--- config.mk ---
export PLATFORM = sky130hd
export DESIGN_NAME = hazard_forward_unit
export DESIGN_NICKNAME = d
export VERILOG_FILES = /design/src/rtl/hazard_forward_unit.sv
export SDC_FILE = /design/constraint.sdc
export NUM_CORES = 1
export LEC_CHECK = 0
export ABC_AREA = 1
export CAP_MARGIN = 20
export CORE_MARGIN = 10
export CORE_UTILIZATION = 25
export CTS_BUF_LIST = sky130_fd_sc_hd__clkbuf_16
export DETAILED_ROUTE_END_ITERATION = 12
export MAX_ROUTING_LAYER = met4
export PLACE_DENSITY = 0.41
export REMOVE_ABC_BUFFERS = 1
export SLEW_MARGIN = 20
export SYNTH_ARGS = -nofsm -noshare
export SYNTH_HDL_FRONTEND = slang
export SYNTH_SLANG_ARGS = --single-unit
--- constraint.sdc ---
create_clock -name clk -period 4.9 [get_ports clk]
set_input_delay 0.49 -clock clk [delete_from_list [all_inputs] [get_ports clk]]
set_output_delay 0.49 -clock clk [all_outputs]
set_load 0.05 [all_outputs]
--- src/rtl/hazard_forward_unit.sv ---
// Hazard detection and forwarding control for the five-stage MIPS pipeline.
// Tracks EX/MEM/WB destination state locally and drives forward, stall and flush selects.
module hazard_forward_unit #(
    parameter int REG_ADDR_WIDTH = 5,
    parameter int CNT_WIDTH      = 16
) (
    input  logic                      clk,
    input  logic                      rst,
    input  logic                      id_valid,
    input  logic [REG_ADDR_WIDTH-1:0] id_rs,
    input  logic [REG_ADDR_WIDTH-1:0] id_rt,
    input  logic [REG_ADDR_WIDTH-1:0] id_dst,
    input  logic                      id_reg_write,
    input  logic                      id_mem_to_reg,
    input  logic                      id_branch,
    output logic [1:0]                forward_a_e,
    output logic [1:0]                forward_b_e,
    output logic                      forward_a_d,
    output logic                      forward_b_d,
    output logic                      stall_f,
    output logic                      stall_d,
    output logic                      flush_e,
    output logic [CNT_WIDTH-1:0]      stall_count
);

    typedef logic [REG_ADDR_WIDTH-1:0] reg_t;

    typedef struct packed {
        logic valid;
        reg_t rs;
        reg_t rt;
        reg_t dst;
        logic reg_write;
        logic mem_to_reg;
    } stage_t;

    localparam stage_t BUBBLE = '0;

    stage_t id_s;
    stage_t ex_q;
    stage_t mem_q;
    stage_t wb_q;

    logic lwstall;
    logic brstall;
    logic stall;

    // $0 is hardwired to zero, so it can never carry a dependency.
    function automatic logic hit(input reg_t dst, input reg_t src);
        return (dst != '0) && (dst == src);
    endfunction

    function automatic logic hit2(input reg_t dst, input reg_t a, input reg_t b);
        return hit(dst, a) || hit(dst, b);
    endfunction

    // MEM result is younger than WB, so it wins when both match.
    function automatic logic [1:0] fwd_e(input reg_t src,
                                         input stage_t mem,
                                         input stage_t wb);
        logic [1:0] sel;
        sel = 2'b00;
        if (mem.valid && mem.reg_write && hit(mem.dst, src)) begin
            sel = 2'b10;
        end else if (wb.valid && wb.reg_write && hit(wb.dst, src)) begin
            sel = 2'b01;
        end
        return sel;
    endfunction

    function automatic logic fwd_d(input reg_t src, input stage_t mem);
        return mem.valid && mem.reg_write && !mem.mem_to_reg
               && hit(mem.dst, src);
    endfunction

    always_comb begin
        id_s            = BUBBLE;
        id_s.valid      = id_valid;
        id_s.rs         = id_rs;
        id_s.rt         = id_rt;
        id_s.dst        = id_dst;
        id_s.reg_write  = id_reg_write & id_valid;
        id_s.mem_to_reg = id_mem_to_reg & id_valid;
    end

    always_comb begin
        lwstall = id_valid
                  & ex_q.valid
                  & ex_q.mem_to_reg
                  & ex_q.reg_write
                  & hit2(ex_q.dst, id_rs, id_rt);

        // A branch resolved in ID must wait for any ALU result still in EX
        // and for any load result still in MEM.
        brstall = id_valid
                  & id_branch
                  & ((ex_q.valid & ex_q.reg_write
                      & hit2(ex_q.dst, id_rs, id_rt))
                     | (mem_q.valid & mem_q.mem_to_reg
                        & hit2(mem_q.dst, id_rs, id_rt)));

        stall = lwstall | brstall;
    end

    assign stall_f = stall;
    assign stall_d = stall;
    assign flush_e = stall;

    assign forward_a_e = fwd_e(ex_q.rs, mem_q, wb_q);
    assign forward_b_e = fwd_e(ex_q.rt, mem_q, wb_q);
    assign forward_a_d = fwd_d(id_rs, mem_q);
    assign forward_b_d = fwd_d(id_rt, mem_q);

    always_ff @(posedge clk or posedge rst) begin
        if (rst) begin
            ex_q  <= BUBBLE;
            mem_q <= BUBBLE;
            wb_q  <= BUBBLE;
        end else begin
            ex_q  <= stall ? BUBBLE : id_s;
            mem_q <= ex_q;
            wb_q  <= mem_q;
        end
    end

    always_ff @(posedge clk or posedge rst) begin
        if (rst) begin
            stall_count <= '0;
        end else if (stall && (stall_count != '1)) begin
            stall_count <= stall_count + 1'b1;
        end
    end

    // Source fields travel down the pipe for debug visibility only.
    logic unused_fields;
    assign unused_fields = ^{mem_q.rs, mem_q.rt,
                             wb_q.rs, wb_q.rt, wb_q.mem_to_reg};

endmodule

==> impl_metrics.ini <==
[die]
core_area_um2 = 10700
initial_core_util = 0.253
core.rowCount = 38
ios = 46
die_h_um = 124
die_area_um2 = 15400
die_x_um = 124

[setup_path]
required_ps = 4410
regToRegStartpoint = mem_q[3]$_DFF_PP0_
ff2ff_setup_slack_ps = 2760
cp_max_fo = 4
cp-end-kind = output pin
cp.arrival_ps = 2700
critPathLaunchType = primary input
reg2reg_to = stall_count[2]$_DFFE_PP0P_
critPathKind = primary input to output pin
reg2regPathDepth = 9

[min_path]
hold_end = mem_q[17]$_DFF_PP0_
hold_path_class = register to register
holdPathStages = 0
hp-start = ex_q[17]$_DFF_PP0_

[timing]
timing.slew.headroom = 0.419
min_period_ps = 3190
setup_viol = 0
hold_ws_ps = 381
drv_slew = 0
fin_tns_setup_ps = 0
fmaxAchievable_ghz = 0.314
skew_ps = 5.50
period_share = 0.650
hold_viol = 0
tightest_slew_ps = 871
rsz0062_at_grt = no

[global_routing]
antenna_found_initial = 0
overflow = 0
grt_max_degree = 50
grt_pass1_vias = 2400
grt_pass1_wl_um = 12100
grt_use_total = 0.0963

[place]
place.gp.congestion = 0.778
dp.final_hpwl_um = 5390
io_buffers = 45
placed_area_um2 = 3250

[layout]
drive_above_1_share = 0.0785
fin_area_um2 = 3400
syn_to_final_growth_pct = 25.1
diodes = 0
nets = 403
fillers = 1188

[routing]
num_vias = 2229
route.met3.wl_um = 175
initialDrtViolationCount = 49
wl_met2_um = 3870
top_layer = met4
wl_um = 7120
drc = 0
ant_nets = 0
detail_route.wl_per_cell_um = 13.6
wl_met1_um = 3040
vias_per_cell = 4.27
first_pass_iters = 4

[power_and_ir_drop]
p_comb_frac = 0.119
totalPowerFinal_mw = 0.898
pwr-share-seq = 0.492
ir_drop_mv = 0.168
intPower_mw = 0.659
swShare = 0.267
p_clk_frac = 0.389
leakage_nw = 1.58
powerDensity_nw_per_um2 = 264
p_sw_mw = 0.240

[synth]
ys_seq_area_frac = 0.451
netlist_instances = 340
synth_area_um2 = 2720
ys_warn_count = 0
ys_seq_elements = 49
syn_avg_cell_area_um2 = 7.99
synth_cell_type_count = 26

[clock_network]
cts_hold_buf = 0
cts-resized-gates = 0
clkLatencyLatePin_ps = 280
cts_tree = done
h-tree-depth = 2
cts.sinks = 49
clockBufferDepth = 2
cts_inserted_buffers = 5
cts_root_buf = clkbuf_16
post-cts-setup-buffers = 0
clk_pin_slew_worst_paths_ps = 70

[outcome]
status = complete, no violations

[flow_run]
max_cap_violations = 0
power by group through the flow:
stage / registers (mW) / logic [mW] / clock network [mW]
floorplan: 0.452 / 0.0578 / 0
finish: 0.442 / 0.107 / 0.349
global placement: 0.451 / 0.109 / 0
global route: 0.445 / 0.121 / 0.381
CTS: 0.442 / 0.110 / 0.365
detailed placement: 0.450 / 0.109 / 0
stage by stage:
stage	setup slack (ps)	util	cells
2_1_floorplan	1430	-	327
3_3_place_gp	1690	0.302	514
3_5_place_dp	1690	0.302	514
4_1_cts	1690	0.316	522
5_1_grt	1580	0.316	522
6_report	1710	0.316	522
how the worst max path moves through the flow:
stage | from | depth (start not counted) | end | slack [ps]
6_report | id_rs[4] | 10 | stall_f | 1710
5_1_grt | id_rs[3] | 11 | stall_f | 1580
4_1_cts | id_rs[4] | 10 | stall_f | 1690
3_5_place_dp | id_rs[4] | 10 | stall_f | 1690
3_3_place_gp | id_rs[4] | 10 | flush_e | 1690
2_1_floorplan | mem_q[2]$_DFF_PP0_ | 5 | forward_b_e[0] | 1430
Yosys cell counts:
cell	n	area (µm²)
nand3_1	17	85.1
nor4_1	3	18.8
nor2_1	38	143
and3_1	2	12.5
buf_2	1	5.00
buf_6	6	67.6
a211oi_1	1	7.51
o22ai_1	2	12.5
xnor2_1	15	131
nand4_1	22	138
dfrtp_1	49	1230
nor2_2	9	56.3
o221ai_1	1	8.76
clkbuf_1	2	7.51
xor2_1	16	140
buf_4	4	30.0
a21boi_4	1	18.8
nor3_1	8	40.0
or2_2	1	6.26
nand2_2	2	12.5
a21oi_1	3	15.0
inv_2	4	15.0
inv_1	45	169
nand2_1	85	319
ha_1	1	12.5
nand3_2	2	20.0
cells in the final DEF, fill, tap and decap left out, drive strengths merged:
master / synthesis / routed
inv: 49 / 49
buf: 11 / 2
nand3: 19 / 19
and3: 2 / 2
nand2: 87 / 87
o22ai: 2 / 2
or2: 1 / 1
a211oi: 1 / 1
nor2: 47 / 47
xor2: 16 / 16
clkdlybuf4s50: 0 / 45
ha: 1 / 1
a21boi: 1 / 1
nand4: 22 / 22
a21oi: 3 / 3
o221ai: 1 / 1
clkinv: 0 / 2
xnor2: 15 / 15
clkinvlp: 0 / 1
nor3: 8 / 8
nor4: 3 / 3
clkbuf: 2 / 5
dfrtp: 49 / 49
critical path: stages:
cell and delay (ps):
clkdlybuf4s50_1 520, inv_1 80, nand2_1 60, nand2_1 70, nor2_1 140, nand3_1 90
nand2_1 90, nand2_1 120, a21boi_4 210, clkdlybuf4s50_1 830
flip-flops by register name (all words and copies together) (netlist names):
name / count
stall_count: 16
wb_q: 7
ex_q: 18
mem_q: 8
cell families (layout without fill, tap and decap cells):
group	Yosys count	in the layout	share of synthesized area
compound gates	8	8	0.0230
xor+xnor	31	31	0.0999
fa+ha+maj	1	1	0.00460
buf+inv	62	104	0.108
flops	49	49	0.451
simple gates	189	189	0.313
layout make-up:
class | instances | area [µm²] | area share
multi-input combinational | 229 | 1200 | 0.352
inverter | 49 | 185 | 0.0545
sequential | 49 | 1230 | 0.361
clock buffer | 5 | 125 | 0.0368
timing repair buffer | 47 | 465 | 0.137
tap | 140 | 175 | 0.0515
clock inverter | 3 | 25.0 | 0.00736
layer usage:
metal,vias to the layer above,track usage
met5,-,-
met4,0,0.0192
met3,2,0.0162
met2,35,0.177
met1,1048,0.107
li1,1144,-
Power figures use the tool's default switching activity.
